$ cat config.mk
export PLATFORM = sky130hd
export DESIGN_NAME = hazard3_uop_issue_ctrl
export DESIGN_NICKNAME = d
export VERILOG_FILES = /design/src/rtl/hazard3_uop_issue_ctrl.sv
export SDC_FILE = /design/constraint.sdc
export NUM_CORES = 1
export LEC_CHECK = 0
export BUFFER_PORTS_ARGS = -buffer_cell sky130_fd_sc_hd__clkbuf_2
export CORE_MARGIN = 2
export CORE_UTILIZATION = 38
export CTS_CLUSTER_DIAMETER = 150
export DETAILED_ROUTE_END_ITERATION = 8
export GPL_TIMING_DRIVEN = 0
export PLACE_DENSITY_LB_ADDON = 0.15
export REMOVE_ABC_BUFFERS = 1
export SYNTH_ARGS = -nofsm -noshare
export SYNTH_HDL_FRONTEND = slang
export SYNTH_SLANG_ARGS = --single-unit
$ cat constraint.sdc
create_clock -name clk -period 1.9 [get_ports clk]
set_input_delay 0.19 -clock clk [delete_from_list [all_inputs] [get_ports clk]]
set_output_delay 0.19 -clock clk [all_outputs]
set_load 0.03 [all_outputs]
$ cat src/rtl/hazard3_uop_issue_ctrl.sv
// hazard3_uop_issue_ctrl
//
// Decode-stage issue controller for Zcmp micro-op expansion.
// This block sequences the decompressor through push/pop/popret/mvsa uop
// streams and issues one instruction or uop per cycle to execute.
// It also decides when an interrupt may be taken relative to a sequence,
// and reports how many CIR bytes each accepted issue consumes.
//
// Ports
//   clk, rst_n            clock, asynchronous active-low reset
//   cir_vld               CIR holds a complete instruction
//   dc_*                  decompressor status for the current CIR contents
//   x_stall               execute cannot accept this cycle
//   flush                 flush from a later stage (top priority)
//   irq_req               enabled interrupt pending
//   uop_stall, uop_clear  uop counter controls back to the decompressor
//   d_vld, d_illegal      issue valid / issued instruction is illegal
//   d_irq_take            interrupt accepted this cycle (no issue)
//   d_mepc_restart        interrupt lands mid-sequence: restart the instruction
//   cir_use               CIR bytes consumed this cycle (0, 2 or 4)
//   seq_err               pulse: uop stream ran past UOP_MAX_LEN with no final uop
module hazard3_uop_issue_ctrl #(
    parameter int EXTENSION_ZCMP = 1,
    parameter int UOP_MAX_LEN    = 16,
    parameter int IRQ_IN_SEQ     = 1
) (
    input  logic       clk,
    input  logic       rst_n,
    input  logic       cir_vld,
    input  logic       dc_is_32bit,
    input  logic       dc_is_uop,
    input  logic       dc_is_final_uop,
    input  logic       dc_uop_atomic,
    input  logic       dc_uop_no_pc_update,
    input  logic       dc_invalid,
    input  logic       x_stall,
    input  logic       flush,
    input  logic       irq_req,
    output logic       uop_stall,
    output logic       uop_clear,
    output logic       d_vld,
    output logic       d_illegal,
    output logic       d_irq_take,
    output logic       d_mepc_restart,
    output logic [2:0] cir_use,
    output logic       seq_err
);

    localparam bit       ZCMP     = (EXTENSION_ZCMP != 0);
    localparam bit       IRQ_SEQ  = (IRQ_IN_SEQ != 0);
    localparam logic [3:0] CNT_LAST = 4'(UOP_MAX_LEN - 1);

    typedef enum logic [1:0] {
        S_IDLE   = 2'd0,
        S_SEQ    = 2'd1,
        S_ATOMIC = 2'd2
    } state_t;

    state_t     state_q, state_d;
    logic [3:0] uop_cnt_q, uop_cnt_d;
    // Delayed counter clear after an overrun. The decompressor still holds
    // the runaway sequence, so it is reset one cycle after the error.
    logic       seq_clr_q;

    logic irq_window;
    logic accept;
    logic acc_ok;
    logic mid_uop;
    logic overrun;

    // PC advance is derived from cir_use elsewhere. The no-PC-update flag
    // is consumed by the PC logic, not by this sequencer.
    logic unused_no_pc_update;
    assign unused_no_pc_update = dc_uop_no_pc_update;

    assign mid_uop = dc_is_uop & ~dc_is_final_uop;

    // ---------------------------------------------------------------
    // State register
    // ---------------------------------------------------------------
    always_ff @(posedge clk or negedge rst_n) begin
        if (!rst_n) begin
            state_q   <= S_IDLE;
            uop_cnt_q <= 4'd0;
            seq_clr_q <= 1'b0;
        end else begin
            state_q   <= state_d;
            uop_cnt_q <= uop_cnt_d;
            seq_clr_q <= overrun;
        end
    end

    // ---------------------------------------------------------------
    // Next-state logic
    // ---------------------------------------------------------------
    always_comb begin
        state_d = state_q;
        if (!ZCMP) begin
            state_d = S_IDLE;
        end else if (flush || d_irq_take || overrun) begin
            state_d = S_IDLE;
        end else if (accept) begin
            // Illegal encodings, plain instructions and final uops all end
            // (or never start) a sequence.
            if (dc_invalid || !mid_uop) begin
                state_d = S_IDLE;
            end else begin
                case (state_q)
                    S_IDLE:   state_d = dc_uop_atomic ? S_ATOMIC : S_SEQ;
                    S_SEQ:    state_d = dc_uop_atomic ? S_ATOMIC : S_SEQ;
                    S_ATOMIC: state_d = S_ATOMIC;
                    default:  state_d = S_IDLE;
                endcase
            end
        end

        uop_cnt_d = uop_cnt_q;
        if (state_d == S_IDLE) begin
            uop_cnt_d = 4'd0;
        end else if (acc_ok && mid_uop && uop_cnt_q != 4'hf) begin
            uop_cnt_d = uop_cnt_q + 4'd1;
        end
    end

    // ---------------------------------------------------------------
    // Output logic
    // ---------------------------------------------------------------
    always_comb begin
        // An interrupt may split a sequence only between interruptible
        // uops. Once an atomic uop has issued, it is held off until the
        // final uop retires the sequence.
        irq_window = (state_q == S_IDLE) || ((state_q == S_SEQ) && IRQ_SEQ);

        d_irq_take     = irq_req & cir_vld & ~x_stall & ~flush & irq_window;
        d_mepc_restart = d_irq_take & (state_q == S_SEQ);

        d_vld     = cir_vld & ~flush & ~d_irq_take;
        d_illegal = d_vld & dc_invalid;
        accept    = d_vld & ~x_stall;
        acc_ok    = accept & ~dc_invalid;

        overrun = ZCMP & acc_ok & mid_uop & (uop_cnt_q == CNT_LAST);
        seq_err = overrun;

        // Non-final uops leave the instruction in the CIR. Only the final
        // uop consumes the whole compressed instruction.
        cir_use = 3'd0;
        if (acc_ok && !mid_uop) begin
            cir_use = dc_is_32bit ? 3'd4 : 3'd2;
        end

        uop_clear = 1'b0;
        uop_stall = 1'b0;
        if (ZCMP) begin
            uop_clear = flush | d_irq_take | seq_clr_q;
            uop_stall = cir_vld & dc_is_uop & x_stall & ~uop_clear;
        end
    end

endmodule

==> Yosys cells after proc, flatten, opt, wreduce, memory -nomap -nowiden <==
Cells that the tools add are included.
W data, S select, Z words.
{ "classes": {"n_eq_ne": 4, "addsub": 1, "bitwise_logic": 24, "n_reduce_logical": 12, "mux": 9} }
{ "op_table": {"columns": ["operator", "n"], "rows": [
  ["$and A1 B1 Y1", 16],
  ["$mux W2", 4],
  ["$mux W4", 2],
  ["$mux W3", 2],
  ["$not A1 Y1", 6],
  ["$add A4 B1 Y4 const B", 1],
  ["$eq A4 B4 Y1 const B", 1],
  ["$logic_not A2 Y1", 2],
  ["$logic_or A1 B1 Y1", 4],
  ["$ne A4 B4 Y1 const B", 1],
  ["$pmux W2 S2", 1],
  ["$logic_and A1 B1 Y1", 3],
  ["$eq A2 B1 Y1 const B", 1],
  ["$eq A2 B2 Y1 const B", 1],
  ["$or A1 B1 Y1", 2],
  ["$reduce_bool A2 Y1", 1],
  ["$reduce_or A2 Y1", 1],
  ["$logic_not A1 Y1", 1]
]} }
{ "totals": {"in_bits": 12, "register_bits": 7} }

==> Longest topological paths before layout <==
Gate-level depths: netlist of run 1.
{ "depth": {"word_depth": 14, "mapped_depth": 5} }

==> Least setup slack after synthesis of run 1 <==
OpenSTA, ideal clock, no wires.
{ "synth_timing": {"path_kind": "register to output", "start": "reg state_q[1]", "end": "out d_illegal", "setup_slack_ns": 0.062, "t_required_ns": 1.710, "n_path_buf": 0, "arrival_ns": 1.648, "path_stages_with_launch": 4, "cell_sequence": "dfrtp_1 > nor3b_1 > nor3b_1 > and2_1"} }
{ "synth_between": {"elab_chain_cells": 6, "word_cells_on_any_way": 7} }
{ "synth_rtl": {"columns": ["item", "line_no", "rtl"], "rows": [
  ["start: declaration", "59", "state_t state_q, state_d;"],
  ["start signal: assignment", "87", "state_q <= state_d;"],
  ["$eq A2 B1 Y1 or $logic_not A2 Y1 (tied branches)", "132", "irq_window = (state_q == S_IDLE) || ((state_q == S_SEQ) && IRQ_SEQ);"],
  ["$logic_or A1 B1 Y1 (*)", "132", null],
  ["$and A1 B1 Y1 (*)", "134", "d_irq_take = irq_req & cir_vld & ~x_stall & ~flush & irq_window;"],
  ["$not A1 Y1 (*)", "137", "d_vld = cir_vld & ~flush & ~d_irq_take;"],
  ["$and A1 B1 Y1 (*)", "137", null],
  ["net d_vld", "41", "output logic d_vld,"],
  ["$and A1 B1 Y1 (*)", "138", "d_illegal = d_vld & dc_invalid;"],
  ["end: declaration", "42", "output logic d_illegal,"]
]} }
The timed path passes the listed nets; every way through them passes the cells marked *.

==> Final worst setup path of run 1 <==
{ "layout_timing": {"start": "reg state_q[1]", "end": "out uop_stall"} }
{ "layout_between": {"elab_chain_cells": 7, "word_cells_on_any_way": 8} }
{ "layout_rtl": {"columns": ["item", "line_no", "rtl"], "rows": [
  ["$eq A2 B1 Y1 or $logic_not A2 Y1 (tied branches)", "132", null],
  ["$logic_or A1 B1 Y1 (*)", "132", null],
  ["$and A1 B1 Y1 (*)", "134", null],
  ["$or A1 B1 Y1 (*) (2 in a row)", "155", "uop_clear = flush | d_irq_take | seq_clr_q;"],
  ["$not A1 Y1 (*)", "156", "uop_stall = cir_vld & dc_is_uop & x_stall & ~uop_clear;"],
  ["$and A1 B1 Y1 (*)", "156", null],
  ["end: declaration", "39", "output logic uop_stall,"]
]} }
Mark *: on every way between the ends. The rest lies on a longest branch, timed or not.

==> qor.csv, run 1 <==
metric;value;unit
hold_viol;0;
core;1280;sq um
status;finished clean;
grt_max_degree;8;
syn_avg_cell_area;9.23;sq um
final_area;662;sq um
syn_inst;56;
dieArea;1670;sq um
overflow;0;
path_max_fanout;7;
ant_nets;0;
synth_top_area_share;33.9;%
yosys_warnings;0;
finalSetupTns;0;ns
power;0.000337;W
fin_nets;93;
drcViolationCount;0;
clk_latency;0.24;ns
io_pins;22;
worstHoldPathType;in -> async;
final-setup-viol-count;0;
startpoint_type;flip-flop;
yosysSeqAreaShare;33.9;%
cap_viol_max_count;0;
post_cts_buffers;0;
worst_slack;0.225;ns
first_pass_iters;2;
cts_buffers;3;
hold_ws;0.315;ns
power.density;509;nW/um^2
irDropWorstVdd;0.325;mV
grt_pass1_vias;395;
grt_util_all_layers;14.8;%
num_rows;13;
worstPathRequired;1.71;ns
cts_max_path_buffers;2;
finalCritPeriodShare;88.2;%
vias;493;
synth-seq-cells;7;
portBuffers;19;
end_kind;output pin;
leakagePower;0.338;nW
initial_core_util;40.2;%
final_cell_mix;19 x clkbuf_2, 7 x dfrtp_1, 4 x nor2_1, 4 x a21oi_1;
synth_area_leader_cell;dfrtp_1;
min_period;1.68;ns
cp.arrival;1.49;ns
drtIter0Drc;1;
clkSinkCount;7;
rsz0062_at_grt;false;
gp_congestion;0.749;
tritoncts;yes;
root_buffer;clkbuf_4;
syn-cell-area;517;sq um
wl;1030;um
final_max_slew_viol_count;0;
grt_antenna_before_repair;0;
pre_cts_ws;0.242;ns
die_h;40.9;um
antenna_cells;0;
clock_skew;0.00123;ns
ctsHtreeMaxLevel;1;
grt_pass1_wl;1550;um
wl_per_cell;10.9;um
vias_per_cell;5.24;
synth_cell_types;32;
mostFrequentLayoutCell;clkbuf_2;
max_freq;597;MHz
placed_cell_area;623;sq um
critical_path_class;reg -> out;
path_clk_slew;0.05;ns
layout-drive-gt1-share;34.2;%
syn2layout_area_growth;28.1;%
ys_top_cells_by_area;dfrtp_1 34%, nor4b_4 4.6%, a21oi_1 3.9%;
die-width;40.9;um
place_hpwl;858;um
==> power breakdown <==
group          total [W]  switching, W  internal (W)
Sequential      0.000150   0.000000157      0.000150
Clock           0.000128     0.0000480     0.0000797
Combinational  0.0000594     0.0000372     0.0000222
==> what timing repair did <==
item                                    CTS  global route
resized for setup                         0             1
endpoints found under the setup margin    0             1
hold endpoints to repair                  7             0
hold buffers                              1             0
==> critical path, stage by stage (launching register included) <==
cell	delay, ns
dfrtp_1	0.43
nor3b_1	0.10
a21oi_1	0.29
nand2b_1	0.11
nor2_1	0.11
clkbuf_2	0.20
==> through the flow <==
stage                     cells  util (%)
after floorplan              55         -
after global placement       89      48.5
after detailed placement     89      48.5
after CTS                    94      51.3
after global routing         94      51.5
final                        94      51.5
==> cell type report <==
cell class              count  area (sq um)
well taps                  15          18.8
repair buffers             20           105
fillers                   140           623
flip-flops and latches      7           175
inverters                   3          11.3
clock buffers               4          26.3
multi-input cells          45           325
==> cell families (layout without fill, tap and decap cells) <==
family / Yosys count / after routing / synth area share [%]
muxes: 1 / 1 / 1.94
AOI/OAI and AO/OA: 12 / 12 / 17.9
other: 1 / 1 / 0.726
xor gates and xnor gates: 1 / 1 / 1.70
DFF: 7 / 7 / 33.9
adders and majority gates: 1 / 1 / 2.42
buffers and inverters: 4 / 27 / 3.63
and+or+nand+nor: 29 / 29 / 37.8
==> state kept, by name, summed over array words and instances (netlist names) <==
signal,cells
seq_clr_q,1
uop_cnt_q,4
state_q,2
==> synth_stat cells, drive strengths merged <==
| cell | count |
|---|---|
| a21oi | 4 |
| a22oi | 1 |
| a41o | 1 |
| and2 | 3 |
| and2b | 1 |
| and4 | 1 |
| buf | 1 |
| conb | 1 |
| dfrtp | 7 |
| ha | 1 |
| inv | 3 |
| mux2i | 1 |
| nand2 | 2 |
| nand2b | 3 |
| nand3 | 4 |
| nand4 | 1 |
| nor2 | 4 |
| nor2b | 3 |
| nor3b | 2 |
| nor4 | 2 |
| nor4b | 1 |
| o2111a | 1 |
| o21a | 1 |
| o21ai | 1 |
| o221ai | 2 |
| o31ai | 1 |
| or3 | 1 |
| or3b | 1 |
| xor2 | 1 |
==> worst paths after layout <==
path                                   start  slack (ns)  cells after the start            to
worst max-delay path              state_q[1]        0.22                      5     uop_stall
worst min-delay path                   rst_n        0.31                      2  uop_cnt_q[2]
worst max register to register    state_q[1]        0.31                      4  uop_cnt_q[3]
worst min register to register  uop_cnt_q[1]        0.59                      2  uop_cnt_q[1]
max in group asynchronous              rst_n        1.43                      2  uop_cnt_q[0]
min in group clk                  dc_invalid        0.39                      4     seq_clr_q
==> metal layers <==
layer | part of all wire, % | up-vias | track usage [%]
li1 | - | 252 | -
met1 | 43 | 225 | 17.1
met2 | 50 | 14 | 24.2
met3 | 6.0 | 2 | 3.26
met4 | 0.98 | 0 | 10.0
met5 | 0 | - | 0
Power figures use the tool's default switching activity.
==> run 2, diff against run 1 <==
--- a/config.mk
+++ b/config.mk
@@ -5,6 +5,7 @@
 export SDC_FILE = /design/constraint.sdc
 export NUM_CORES = 1
 export LEC_CHECK = 0
+export ABC_AREA = 1
 export BUFFER_PORTS_ARGS = -buffer_cell sky130_fd_sc_hd__clkbuf_2
 export CORE_MARGIN = 2
 export CORE_UTILIZATION = 38
==> run 2 against run 1 <==
Effect of this change: power rose by 1.7%; combinational power increased by 9.1%; critical path type unchanged; via count increased by 13%; sequential share of layout area down 2.9 points; non-clock buffer count is the same; clock power about the same; hold slack got worse by 0.016 ns; area after synthesis is 15% higher; register-to-register slack better by 0.26 ns; first-iteration DRC count rose to 8.0 times the previous value; largest cell class unchanged.
==> qor.csv, run 2 <==
metric;value;unit
final_cell_mix;21 x nand2_1, 19 x clkbuf_2, 14 x inv_1, 10 x nand3_1, 9 x nor2_1;
r2r_end;uop_cnt_q[0];
placed_cell_area;701;sq um
synthXorXnorAreaFrac;0;%
critical_path_class;reg -> out;
muxShareOfSynthArea;0;%
place_hpwl;950;um
overflow;0;
syn2layout_area_growth;25.1;%
yosysSeqAreaShare;29.5;%
io_pins;22;
ys.flop_type;dfrtp_1;
cpPeakStageDelay;0.37;ns
synth_common_cells;21 x nand2_1, 14 x inv_1, 11 x nand3_1, 9 x nor2_1, 7 x dfrtp_1;
seq_area;175;sq um
vias;558;
grt_pass1_vias;481;
largest_reg_flops;4;
yosys_warnings;0;
synth_fa_ha_area_share;2.11;%
syn_inst;87;
post_cts_buffers;0;
wl_per_cell;8.56;um
mostFrequentLayoutCell;nand2_1;
status;finished clean;
synth_top_area_share;29.5;%
crit_slowest_cell;dfrtp_1;
die-width;43.5;um
grt_antenna_before_repair;0;
final_area;742;sq um
layout-drive-gt1-share;36.4;%
post_synth_and_or_nand_nor_area_fraction;50.6;%
max_freq;595;MHz
crit_chain;ha_1, nand3_2, inv_1, nand3_2, inv_1, clkbuf_2;
power;0.000343;W
drcViolationCount;0;
syn_avg_cell_area;6.82;sq um
fin_nets;124;
synth_most_common_cell;nand2_1;
final_max_slew_viol_count;0;
ys_top_cells_by_area;dfrtp_1 30%, nand2_1 13%, nand3_1 9.3%;
end_kind;output pin;
reg2reg_from;uop_cnt_q[0];
finalCritPeriodShare;88.5;%
rsz0062_at_grt;false;
clk_latency;0.24;ns
grt_max_degree;8;
wl;1080;um
die_h;43.5;um
startpoint_type;flip-flop;
r2r_setup_slack;0.57;ns
num-fill-cells;157;
power.density;462;nW/um^2
synth-edff-count;0;
cap_viol_max_count;0;
multiInputGateArea;344;sq um
clkSinkCount;7;
cp.arrival;1.49;ns
tritoncts;yes;
num_rows;14;
first_pass_iters;2;
path_clk_slew;0.05;ns
core;1490;sq um
synth_compound_area_share;3.80;%
ant_nets;0;
portBuffers;19;
ff2ff_path_depth;8;
vias_per_cell;4.43;
synth_area_leader_cell;dfrtp_1;
cts_buffers;3;
grt_util_all_layers;13.2;%
irDropWorstVdd;0.288;mV
hold_viol;0;
grt_pass1_wl;1940;um
antenna_cells;0;
crit_start;uop_cnt_q[0];
syn-cell-area;593;sq um
cts_max_path_buffers;2;
finalSetupTns;0;ns
hold_start;dc_invalid;
top_register;uop_cnt_q;
leakagePower;0.426;nW
gp_congestion;0.747;
dieArea;1890;sq um
root_buffer;clkbuf_4;
crit_end;seq_err;
path_max_fanout;7;
clock_skew;0.00114;ns
synth-seq-cells;7;
async_flop_share;100;%
drtIter0Drc;8;
synth_top_family_by_area;simple AND/OR/NAND/NOR gates;
initial_core_util;39.8;%
worstHoldPathType;in -> reg;
min_period;1.68;ns
synth_cell_types;22;
final-setup-viol-count;0;
ctsHtreeMaxLevel;1;
worstPathRequired;1.71;ns
top_regs;uop_cnt_q x4, state_q x2, seq_clr_q x1;
## run 2: worst min path at each step
stage | to | cells after the start | slack (ns)
final | seq_clr_q | 4 | 0.30
after global routing | seq_clr_q | 4 | 0.32
after floorplan | seq_clr_q | 0 | -0.11
after CTS | seq_clr_q | 4 | 0.29
after global placement | uop_cnt_q[3] | 1 | 0.03
after detailed placement | uop_cnt_q[2] | 1 | 0.03
## run 2: final cells by class
type	count	share of cell area, %
timing repair buffer	20	14.2
multi-input combinational	60	46.4
inverter	19	9.61
tap	16	2.70
clock buffer	4	3.54
sequential	7	23.6
## run 2: kinds of logic after synthesis
kind of cell | count (synthesis)
and+or+nand+nor | 55
buffers and inverters | 20
DFF | 7
AOI/OAI and AO/OA | 3
adders and majority gates | 1
other | 1
## run 2: stage by stage
step	util, %	worst slack (ns)	cells	hold slack (ns)
6_report	49.8	0.219	126	0.299
3_5_place_dp	47.1	0.413	121	0.0319
4_1_cts	49.5	0.140	126	0.290
2_1_floorplan	-	0.0883	86	-0.106
3_3_place_gp	47.1	0.431	121	0.0318
5_1_grt	49.8	0.0462	126	0.321
## run 2: routing by layer
| metal | global-route usage [%] | up-vias | routed length [um] |
|---|---|---|---|
| met4 | 5.45 | 0 | 0 |
| li1 | - | 314 | - |
| met5 | 0 | - | 0 |
| met1 | 19.1 | 234 | 531 |
| met3 | 1.25 | 0 | 38 |
| met2 | 20.3 | 10 | 509 |
## run 2: timing repair
item / CTS / global route
resized for setup: 0 / 1
hold buffers: 1 / 0
endpoints found under the hold margin: 7 / 0
setup endpoints to repair: 0 / 1
## run 2: power by group
| part | total [W] | leakage, nW | switching (W) | internal [W] |
|---|---|---|---|---|
| Sequential | 0.000150 | 0.0978 | 0.000000152 | 0.000150 |
| Clock | 0.000128 | 0.0150 | 0.0000484 | 0.0000797 |
| Combinational | 0.0000648 | 0.313 | 0.0000436 | 0.0000212 |
| Total | 0.000343 | 0.426 | 0.0000922 | 0.000250 |
## run 2: critical path, delay by kind of cell, from the launching register on
kind	cells	cell delay, ns
buffers and inverters	3	0.39
DFF	1	0.37
and+or+nand+nor	2	0.27
adders and majority gates	1	0.22
